File: src/rtl/sram_arb_pkg.sv
// Shared constants and types for the SRAM external-port arbiter.
// The lock feature (enabled with the SRAM_ARB_LOCK_EN macro) uses lock_state_t.
package sram_arb_pkg;

   localparam int ADDR_W           = 64;
   localparam int N_REQ_DEFAULT    = 4;
   localparam int DATA_W_DEFAULT   = 32;
   localparam int MAX_LOCK_DEFAULT = 16;
   localparam int REQ_IDX_W        = $clog2(N_REQ_DEFAULT);

   typedef enum logic {
      UNLOCKED = 1'b0,
      LOCKED   = 1'b1
   } lock_state_t;

endpackage

File: src/rtl/sram_rr_pick.sv
// Combinational round-robin picker: the first valid requester found when
// scanning from rr_ptr+1 upward, wrapping modulo N_REQ, wins.
module sram_rr_pick #(
   parameter int N_REQ = 4,
   parameter int IDX_W = 2
) (
   input  logic [N_REQ-1:0] valid,
   input  logic [IDX_W-1:0] rr_ptr,
   output logic [N_REQ-1:0] onehot,
   output logic [IDX_W-1:0] idx,
   output logic             any
);

   // Scan every position once, starting just past the previous winner
   always_comb begin
      logic [IDX_W-1:0] cand;
      cand   = '0;
      onehot = '0;
      idx    = '0;
      any    = 1'b0;
      for (int k = 1; k <= N_REQ; k++) begin
         cand = IDX_W'((int'(rr_ptr) + k) % N_REQ);
         if (!any && valid[cand]) begin
            any = 1'b1;
            idx = cand;
         end
      end
      if (any) begin
         onehot[idx] = 1'b1;
      end
   end

endmodule

File: src/rtl/sram_ext_port_arbiter.sv
// Round-robin arbiter sharing the external SRAM port among N_REQ requesters.
// One beat per cycle; read data returns to the issuer one cycle later.
// Optional grant locking is enabled by defining SRAM_ARB_LOCK_EN.
module sram_ext_port_arbiter
   import sram_arb_pkg::*;
#(
   parameter int N_REQ  = N_REQ_DEFAULT,
   parameter int DATA_W = DATA_W_DEFAULT
`ifdef SRAM_ARB_LOCK_EN
   ,
   parameter int MAX_LOCK = MAX_LOCK_DEFAULT
`endif
) (
   input  logic                    clk,
   input  logic                    rst,
   input  logic [N_REQ-1:0]        req_valid,
   output logic [N_REQ-1:0]        req_ready,
   input  logic [N_REQ-1:0]        req_wen,
   input  logic [N_REQ*ADDR_W-1:0] req_addr,
   input  logic [N_REQ*DATA_W-1:0] req_wdata,
`ifdef SRAM_ARB_LOCK_EN
   input  logic [N_REQ-1:0]        req_lock,
`endif
   output logic [N_REQ-1:0]        rsp_valid,
   output logic [DATA_W-1:0]       rsp_rdata,
   output logic [ADDR_W-1:0]       mem_addr,
   output logic                    mem_wen,
   output logic                    mem_ren,
   output logic [DATA_W-1:0]       mem_wdata,
   input  logic [DATA_W-1:0]       mem_rdata
);

   localparam int IDX_W = $clog2(N_REQ);

   logic [IDX_W-1:0] rr_ptr;
   logic [IDX_W-1:0] win_idx;
   logic [N_REQ-1:0] pick_valid;
   logic [N_REQ-1:0] grant;
   logic             accept;
   logic             win_wen;

   sram_rr_pick #(
      .N_REQ (N_REQ),
      .IDX_W (IDX_W)
   ) u_pick (
      .valid  (pick_valid),
      .rr_ptr (rr_ptr),
      .onehot (grant),
      .idx    (win_idx),
      .any    (accept)
   );

   assign req_ready = grant;
   assign win_wen   = req_wen[win_idx];

`ifdef SRAM_ARB_LOCK_EN
   localparam int CNT_W = $clog2(MAX_LOCK + 1);

   lock_state_t      lock_state, lock_state_nxt;
   logic [IDX_W-1:0] lock_owner, lock_owner_nxt;
   logic [CNT_W-1:0] lock_cnt, lock_cnt_nxt;

   // Lock state, owner and beat counter registers
   always_ff @(posedge clk) begin
      if (rst) begin
         lock_state <= UNLOCKED;
         lock_owner <= '0;
         lock_cnt   <= '0;
      end else begin
         lock_state <= lock_state_nxt;
         lock_owner <= lock_owner_nxt;
         lock_cnt   <= lock_cnt_nxt;
      end
   end

   // While locked, only the owner may compete; an absent owner gets no grant
   always_comb begin
      pick_valid = req_valid;
      if (lock_state == LOCKED) begin
         pick_valid             = '0;
         pick_valid[lock_owner] = req_valid[lock_owner];
      end
   end

   // Enter on a locked beat; leave on unlock, owner gap or hitting MAX_LOCK
   always_comb begin
      lock_state_nxt = lock_state;
      lock_owner_nxt = lock_owner;
      lock_cnt_nxt   = lock_cnt;
      case (lock_state)
         UNLOCKED: begin
            if (accept && req_lock[win_idx] && (MAX_LOCK > 1)) begin
               lock_state_nxt = LOCKED;
               lock_owner_nxt = win_idx;
               lock_cnt_nxt   = CNT_W'(1);
            end
         end
         LOCKED: begin
            if (!req_valid[lock_owner]) begin
               lock_state_nxt = UNLOCKED;
               lock_cnt_nxt   = '0;
            end else if (!req_lock[lock_owner] ||
                         (lock_cnt >= CNT_W'(MAX_LOCK - 1))) begin
               lock_state_nxt = UNLOCKED;
               lock_cnt_nxt   = '0;
            end else begin
               lock_cnt_nxt = lock_cnt + CNT_W'(1);
            end
         end
         default: begin
            lock_state_nxt = UNLOCKED;
            lock_cnt_nxt   = '0;
         end
      endcase
   end
`else
   assign pick_valid = req_valid;
`endif

   // Round-robin pointer and the one-cycle read response pipeline
   always_ff @(posedge clk) begin
      if (rst) begin
         rr_ptr    <= IDX_W'(N_REQ - 1);
         rsp_valid <= '0;
      end else begin
         if (accept) begin
            rr_ptr <= win_idx;
         end
         rsp_valid <= (accept && !win_wen) ? grant : '0;
      end
   end

   // Drive the memory port from the winner, or hold it quiet when idle
   always_comb begin
      mem_addr  = '0;
      mem_wdata = '0;
      mem_wen   = 1'b0;
      mem_ren   = 1'b0;
      if (accept) begin
         mem_addr  = req_addr[int'(win_idx)*ADDR_W +: ADDR_W];
         mem_wdata = req_wdata[int'(win_idx)*DATA_W +: DATA_W];
         mem_wen   = win_wen;
         mem_ren   = !win_wen;
      end
   end

   assign rsp_rdata = (|rsp_valid) ? mem_rdata : '0;

endmodule

File: config.mk
export PLATFORM = sky130hd
export DESIGN_NAME = sram_ext_port_arbiter
export DESIGN_NICKNAME = d
export VERILOG_FILES = /design/src/rtl/sram_arb_pkg.sv /design/src/rtl/sram_rr_pick.sv /design/src/rtl/sram_ext_port_arbiter.sv
export SDC_FILE = /design/constraint.sdc
export NUM_CORES = 1
export LEC_CHECK = 0
export CAP_MARGIN = 5
export CORE_AREA = 10 10 210 212
export DETAILED_ROUTE_END_ITERATION = 8
export DIE_AREA = 0 0 220 222
export PLACE_DENSITY_LB_ADDON = 0.05
export SETUP_SLACK_MARGIN = 0.5
export SYNTH_ARGS = -nofsm -noshare
export SYNTH_HDL_FRONTEND = slang
export SYNTH_SLANG_ARGS = --single-unit
File: constraint.sdc
create_clock -name clk -period 2.2 [get_ports clk]
set_input_delay 0.22 -clock clk [delete_from_list [all_inputs] [get_ports clk]]
set_output_delay 0.22 -clock clk [all_outputs]
set_load 0.1 [all_outputs]
# Word level (Yosys, flattened, before mapping)
# Cells that the tools add are included.
# totals
regBits	6
inputBits	426
# op_classes
n_addsub	4
order_cmp	6
shifts	2
reduce_logical	11
n_mux	26
bitwise_logic	1
# ops
op	n
variable part select 256 x 9 -> 64 bit	1
variable part select 128 x 8 -> 32 bit	1
two-way mux 32 bit	2
two-way mux 64 bit	1
< comparator 2 x 3 -> 1 bit, second input constant	5
two-way mux 1 bit	12
binary-select mux 1 bit (select 2 bit)	5
two-way mux 2 bit	4
logical AND 1 bit	5
adder 2 x 1 -> 2 bit, second input constant	2
adder 2 bit, second input constant	2
zero test 1 bit	4
two-way mux 4 bit	1
OR reduction 4 bit	1
demux 1 bit (select 2 bit)	1
>= comparator 2 x 1 -> 1 bit, second input constant	1
OR reduction 2 bit	1
NOT 1 bit	1

# Depth between registers and ports, before layout
# Gate-level depths: netlist (run 1).
# logic_depth
depth_word	19
mapped_depth	8
mapped_depth_nobuf	5

# Modules after synthesis
# A second synthesis (run 1) with hierarchy kept.
# unflattened
cells_unflattened	426
area_unflattened_um2	3577.2
# modules_own_cells
mod	cells_each	n_inst	area_each_um2	seq_area_each_um2
sram_ext_port_arbiter	399	1	3418.3	120.1
sram_rr_pick	27	1	158.9	0.0

# Worst setup path after synthesis (run 1)
# OpenSTA, ideal clock, no wires.
# synth_path
kind	register to output
from	register rr_ptr[0]
to	output port mem_addr[54]
t_arrival_ns	2.852
setup_slack_ns	-0.872
required_ns	1.980
n_path_buf	3
path_stages_with_launch	9
path_cell_list	dfxtp_1 > inv_1 > a22o_1 > a211oi_2 > buf_6 > buf_12 > buf_8 > mux2i_1 > o22ai_1
# synth_between
elab_chain_len	15
elab_cells_between_ends	28
classes_between	4 x add/sub; 1 x shift; 17 x mux; 6 x reduce/logical
# synth_lines
item	line	rtl
start: declaration	sram_ext_port_arbiter.sv:35	logic [IDX_W-1:0] rr_ptr;
start signal: assignment	sram_ext_port_arbiter.sv:123	rr_ptr <= IDX_W'(N_REQ - 1);
start signal: assignment	sram_ext_port_arbiter.sv:127	rr_ptr <= win_idx;
adder 2 x 1 -> 2 bit	sram_rr_pick.sv:22	cand = IDX_W'((int'(rr_ptr) + k) % N_REQ);
binary-select mux 1 bit (select 2 bit)	sram_rr_pick.sv:23	if (!any && valid[cand]) begin
two-way mux 1 bit (not written as such)	sram_rr_pick.sv:23	
two-way mux 1 bit	sram_rr_pick.sv:23	
zero test 1 bit	sram_rr_pick.sv:23	
logical AND 1 bit	sram_rr_pick.sv:23	
two-way mux 1 bit	sram_rr_pick.sv:23	
zero test 1 bit	sram_rr_pick.sv:23	
logical AND 1 bit	sram_rr_pick.sv:23	
two-way mux 1 bit	sram_rr_pick.sv:23	
zero test 1 bit	sram_rr_pick.sv:23	
logical AND 1 bit	sram_rr_pick.sv:23	
two-way mux 2 bit	sram_rr_pick.sv:23	
variable part select 256 x 9 -> 64 bit	sram_ext_port_arbiter.sv:140	mem_addr = req_addr[int'(win_idx)*ADDR_W +: ADDR_W];
two-way mux 64 bit *	sram_ext_port_arbiter.sv:139	if (accept) begin
end: declaration	sram_ext_port_arbiter.sv:26	output logic [ADDR_W-1:0] mem_addr,
# Every way passes the cells marked *; elsewhere a longest branch is shown, timed or not. The select of a mux whose other input is x is not followed.

# Final worst setup path (run 1)
# layout_path
from	register rr_ptr[0]
to	output port mem_wdata[29]
# layout_between
elab_chain_len	15
elab_cells_between_ends	28
classes_between	4 x add/sub; 1 x shift; 17 x mux; 6 x reduce/logical
# layout_lines
item	line	rtl
adder 2 x 1 -> 2 bit	sram_rr_pick.sv:22	
binary-select mux 1 bit (select 2 bit)	sram_rr_pick.sv:23	
two-way mux 1 bit (not written as such)	sram_rr_pick.sv:23	
two-way mux 1 bit	sram_rr_pick.sv:23	
zero test 1 bit	sram_rr_pick.sv:23	
logical AND 1 bit	sram_rr_pick.sv:23	
two-way mux 1 bit	sram_rr_pick.sv:23	
zero test 1 bit	sram_rr_pick.sv:23	
logical AND 1 bit	sram_rr_pick.sv:23	
two-way mux 1 bit	sram_rr_pick.sv:23	
zero test 1 bit	sram_rr_pick.sv:23	
logical AND 1 bit	sram_rr_pick.sv:23	
two-way mux 2 bit	sram_rr_pick.sv:23	
variable part select 128 x 8 -> 32 bit	sram_ext_port_arbiter.sv:141	mem_wdata = req_wdata[int'(win_idx)*DATA_W +: DATA_W];
two-way mux 32 bit *	sram_ext_port_arbiter.sv:139	
end: declaration	sram_ext_port_arbiter.sv:29	output logic [DATA_W-1:0] mem_wdata,
# Marks and branches as above.

==> impl_metrics.csv, run 1 <==
group,metric,value,unit
final_layout,nNetsFinal,1473,
synthesis,yosysTopAreaCellShare,55.07,%
placement,finalWeightedCongestion,0.7337,
final_layout,final_core_utilization,38.63,%
synthesis,syn-cell-area,3526,µm²
critical_path,worstPathArrival,2290,ps
sta,fmax,398.2,MHz
global_routing,grt_pass1_wl,52240,µm
status,violations,"setup timing",
run,cap_violations,0,
placement,pre_cts_ws,-566.6,ps
sta,worst_slew_pin_slew,376.4,ps
synthesis,ys_seq_area_share,3.407,%
synthesis,synth_warnings,0,
critical_path,rr_startpoint,"rr_ptr[0]",
synthesis,async_flop_share,0,%
floorplanning,die_y,222,µm
drt,routedWlPerCell,24.51,µm
sta,period_needed,2511,ps
synthesis,syn_inst,409,
final_layout,syn2layout_area_growth,334.4,%
floorplanning,ios,564,
floorplanning,dieWidth,220,µm
critical_path,reg2reg_to,"rsp_valid[2]",
critical_path,rrSetupSlack,490,ps
drt,vias,6088,
sta,final-hold-violation-count,0,
synthesis,yosys.area.top_type,"mux2i_1",
sta,setup_slack,-311.4,ps
floorplanning,fp-row-count,73,
synthesis,synth.area.top_cells,"mux2i_1 (55%), o22ai_1 (16%), buf_12 (5.7%), nor2b_1 (5.7%), dfxtp_1 (3.4%)",
hold_path,hp-class,"register to register",
synthesis,ys_dominant_reg_cell,"dfxtp_1",
critical_path,start_kind,"register",
synthesis,ys_ff_latch,6,
synthesis,syn-mean-instance-area,8.621,µm²
global_routing,antenna_found_initial,12,
clock_network,numCtsBuffers,3,
pwr,power_leakage,5.616,nW
global_routing,globalRouteTotalUtil,14.67,%
critical_path,worstPathRequired,1980,ps
sta,finalSetupTns,-22960,ps
critical_path,crit_fanout,29,
synthesis,yosysMostFrequentCell,"mux2i_1",
clock_network,h-tree-depth,1,
critical_path,r2r_cells,9,
clock_network,clock-root-buffer,"clkbuf_16",
final_layout,drive_above_1_share,52.58,%
sta,slew_headroom,74.91,%
critical_path,endpoint_kind,"primary output",
sta,skew,2.007,ps
floorplanning,start_util,8.895,%
sta,finalSetupViolCount,98,
status,status,"finished with violations",
clock_network,cts_sinks,6,
clock_network,path_clk_slew,30,ps
drt,firstDrtPassIters,4,
hold_path,holdPathEnd,"rr_ptr[0]",
sta,grt_setup_unrepaired,"yes",
floorplanning,core-area,39640,µm²
final_layout,fill_cells,3825,
drt,dr.first_iter.drc_count,115,
floorplanning,dieArea,48840,µm²
synthesis,yosys.cell_types.count,25,
clock_network,cts_buffer_depth,2,
placement,numPortBuffers,563,
drt,drc,0,
synthesis,synthTopCellsByCount,"mux2i_1 (194), o22ai_1 (92), nor2b_1 (32)",
drt,wl,38650,µm
synthesis,synth_fp_nets,835,
pwr,ir_worst_vdd,0.3756,mV
global_routing,grt_remaining_overflow,0,
placement,dp_hpwl,32500,µm
sta,slew_violations,0,
hold_path,min-delay-start,"rr_ptr[0]",
drt,via_per_inst,3.860,
sta,whs,494.4,ps
sta,post-route-period-util,114.2,%
clock_network,clk_latency,230,ps
critical_path,path_class,"register to primary output",
clock_network,cts_tree,"done",
global_routing,first_global_vias,6891,
pwr,power_density,676.5,nW/µm²
drt,postRouteAntennaNets,0,
global_routing,grt_max_degree,32,
synthesis,synth-edff-count,0,
hold_path,whs_path_depth,2,
stage by stage:
stage               instance area (µm²)  power, W  cells
floorplan                          4955  0.005458    409
global placement                  12890  0.008898   1527
detailed placement                12890  0.008874   1527
CTS                               14540   0.01011   1554
global route                      15310   0.01072   1574
finish                            15310   0.01036   1577
layout make-up:
type / instances / area [µm²] / share of cell area (%)
clock buffer: 4 / 78.83 / 0.5147
tap: 525 / 656.9 / 4.289
inverter: 2 / 7.507 / 0.04902
antenna: 6 / 15.01 / 0.09804
multi-input combinational: 354 / 5680 / 37.09
sequential: 6 / 140.1 / 0.9150
timing repair buffer: 680 / 8736 / 57.04
cell usage in the layout, fill, tap and decap left out, types with 2 or more instances in the layout:
cell type	instances
nor2b_4	32
buf_8	6
a21oi_4	2
mux2i_1	58
buf_12	161
o22ai_1	3
nor4_2	3
nor2_1	2
o22ai_2	31
nor2_4	4
a21oi_1	2
mux2i_2	46
dfxtp_4	5
mux2i_4	90
buf_16	16
clkbuf_16	10
clkdlybuf4s15_2	2
diode_2	6
clkdlybuf4s50_1	421
nand2_1	2
o22ai_4	64
buf_4	48
buf_6	17
nor4_1	2
sequential cells by signal (all words and copies together), names as in the netlist:
register	flops
rr_ptr	2
rsp_valid	4
critical path, cell delays in order (launching register included):
cell and delay (ps):
dfxtp_2 340, inv_2 50, a22o_4 220, a211oi_4 230, buf_6 180, buf_12 140
buf_16 230, mux2i_1 220, o22ai_1 100, buf_4 150, buf_12 160
worst max path at each step:
stage / from / to / slack, ps / depth (start not counted)
floorplan: rr_ptr[0] / mem_addr[34] / -800 / 8
finish: rr_ptr[0] / mem_wdata[29] / -310 / 10
detailed placement: req_valid[1] / mem_addr[30] / -570 / 9
CTS: rr_ptr[0] / mem_wdata[29] / -310 / 10
global placement: req_valid[3] / mem_addr[30] / -560 / 9
global route: rr_ptr[0] / mem_wdata[29] / -400 / 10
power by group:
part	switching [W]	total (W)	internal (W)
Combinational	0.00551	0.00993	0.00442
Sequential	0.00000918	0.000125	0.000115
Clock	0.0000631	0.000304	0.000241
routing by layer:
| metal | vias up | part of all wire [%] | GRT usage [%] |
|---|---|---|---|
| li1 | 2925 | - | - |
| met1 | 2830 | 32 | 13.83 |
| met2 | 293 | 56 | 28.64 |
| met3 | 26 | 11 | 6.535 |
| met4 | 14 | 1.1 | 2.048 |
| met5 | - | 0.24 | 0 |
kinds of logic (layout without fill, tap and decap cells):
| family | Yosys count | after routing | share of synthesized area (%) |
|---|---|---|---|
| AOI/OAI and AO/OA | 108 | 108 | 20.48 |
| buffers and inverters | 49 | 686 | 12.49 |
| DFF | 6 | 6 | 3.407 |
| muxes | 194 | 194 | 55.07 |
| other | 0 | 6 | 0 |
| and+or+nand+nor | 52 | 52 | 8.552 |
what timing repair did:
item,4_1_cts,5_1_grt
setup buffers,11,12
gates resized for setup,214,109
pin swaps,5,12
cloned,12,5
setup endpoints to repair,139,136
hold buffers,0,0
No activity file was read; power rests on OpenSTA's default activity.
==> inputs of run 2 (changes only) <==
clock period = 2.5 ns   (was 2.2 ns; I/O delays follow)
==> impl_metrics.csv, run 2 (same netlist as run 1, synthesis figures left out) <==
group,metric,value,unit
drt,routedWlPerCell,24.25,µm
clock_network,cts_buffer_depth,2,
drt,vias,5972,
clock_network,cts_sinks,6,
global_routing,grtUsageMet2,28.74,%
hold_path,hp-class,"register to register",
drt,via_per_inst,3.850,
critical_path,max_stage_delay,340,ps
critical_path,worstPathArrival,2290,ps
final_layout,nNetsFinal,1451,
global_routing,busiest_layer,"met2",
critical_path,cp_slowest_cell,"dfxtp_2",
final_layout,fill_cells,3829,
placement,pre_cts_ws,-405.7,ps
drt,firstDrtPassIters,4,
critical_path,r2r_cells,11,
sta,worst_slew_pin_slew,432.3,ps
final_layout,syn2layout_area_growth,326.8,%
clock_network,cts_hold_buf,0,
sta,grt_setup_unrepaired,"yes",
clock_network,h-tree-depth,1,
sta,setup_slack,-40.98,ps
global_routing,antenna_found_initial,5,
critical_path,cpLargestDelayFamily,"buffers and inverters",
critical_path,endpoint_kind,"primary output",
critical_path,path_cells,"inv_2 -> a22o_4 -> a211oi_4 -> buf_6 -> buf_6 -> buf_12 -> buf_12 -> buf_16 -> mux2i_4 -> o22ai_2 -> buf_12",
critical_path,cp_num_buf_inv,7,
clock_network,numCtsBuffers,3,
drt,wl,37610,µm
floorplanning,dieWidth,220,µm
global_routing,grt_max_degree,35,
run,cap_violations,0,
global_routing,grt_use_met3,6.357,%
floorplanning,die_y,222,µm
placement,dp_hpwl,32140,µm
global_routing,globalRouteTotalUtil,14.45,%
final_layout,top_register,"rsp_valid",
critical_path,start_kind,"register",
clock_network,cts_tree,"done",
sta,fmax,393.5,MHz
placement,numPortBuffers,563,
clock_network,path_clk_slew,30,ps
clock_network,clk_latency,230,ps
pwr,power_leakage,5.436,nW
final_layout,seq_area,127.6,µm²
status,status,"finished with violations",
global_routing,use_met1,13.48,%
final_layout,largest_register_ff_count,4,
global_routing,first_global_vias,6786,
status,violations,"setup timing",
sta,slew_headroom,70.94,%
floorplanning,fp-row-count,73,
floorplanning,core-area,39640,µm²
final_layout,final_common_cell,"clkdlybuf4s50_1",
final_layout,final_core_utilization,37.96,%
global_routing,grt_pass1_wl,51360,µm
floorplanning,dieArea,48840,µm²
sta,whs,501.1,ps
pwr,power_density,596.6,nW/µm²
drt,postRouteAntennaNets,0,
sta,final-hold-violation-count,0,
critical_path,crit_fanout,5,
sta,slew_violations,0,
sta,skew,0.7736,ps
final_layout,multiInputGateArea,5801,µm²
placement,dpl.cell_count,1508,
hold_path,whs_path_depth,2,
final_layout,top_regs,"rsp_valid: 4 flops, rr_ptr: 2 flops",
final_layout,stdcell_count,1551,
critical_path,path_class,"register to primary output",
drt,dr.first_iter.drc_count,80,
floorplanning,ios,564,
sta,period_needed,2541,ps
clock_network,clock-root-buffer,"clkbuf_16",
drt,drc,0,
critical_path,crit_top_cell,"buf_12",
final_layout,final_cell_mix,"clkdlybuf4s50_1 (421), buf_12 (158), mux2i_4 (101)",
global_routing,grt_remaining_overflow,0,
sta,post-route-period-util,101.6,%
final_layout,drive_above_1_share,52.00,%
critical_path,cp_num_cells,11,
placement,finalWeightedCongestion,0.7567,
sta,finalSetupViolCount,18,
critical_path,worstPathRequired,2250,ps
pwr,ir_worst_vdd,0.2661,mV
floorplanning,start_util,8.895,%
## run 2: area by class of cell
type | instances | area share (%)
Clock buffer | 3 | 0.4988
Inverter | 2 | 0.04988
Sequential cell | 6 | 0.8480
Multi-Input combinational cell | 355 | 38.54
Tap cell | 525 | 4.365
Timing Repair Buffer | 657 | 55.65
Antenna cell | 3 | 0.04988
## run 2: routing by layer
layer	vias up	share of wire [%]
li1	2883	-
met1	2784	33
met2	289	56
met3	12	10
met4	4	0.42
met5	-	0.056
## run 2: worst paths after layout
path | from | to | slack, ps
min reg2reg | rr_ptr[0] | rr_ptr[0] | 500
max | rr_ptr[0] | mem_addr[3] | -40
min | rr_ptr[0] | rr_ptr[0] | 500
max reg2reg | rr_ptr[0] | rsp_valid[3] | 570
## run 2: worst min-delay path, cell delays in order (launching register included)
cell	delay [ps]
dfxtp_2	340
a21oi_1	70
nand2_1	60
## run 2: power breakdown
part / leakage (nW) / total [W] / internal (W) / switching [W]
Combinational: 5.35 / 0.00860 / 0.00379 / 0.00482
Sequential: 0.0507 / 0.000116 / 0.000104 / 0.0000113
Clock: 0.0370 / 0.000260 / 0.000205 / 0.0000547
Total: 5.44 / 0.00898 / 0.00410 / 0.00488
## run 2: through the flow
stage               area, µm²  TNS [ps]  power, W
floorplan                4936     -9500  0.004803
global placement        12760    -14810  0.007787
detailed placement      12760    -15340  0.007761
CTS                     14660     -1583  0.008920
global route            15040     -5444  0.009285
finish                  15050    -294.3  0.008978
## run 2: timing repair
action	in CTS	in global routing
gates cloned	8	2
gates resized for setup	258	60
endpoints found under the hold margin	0	0
buffers inserted	24	3
pin swaps	16	15
endpoints found under the setup margin	102	105
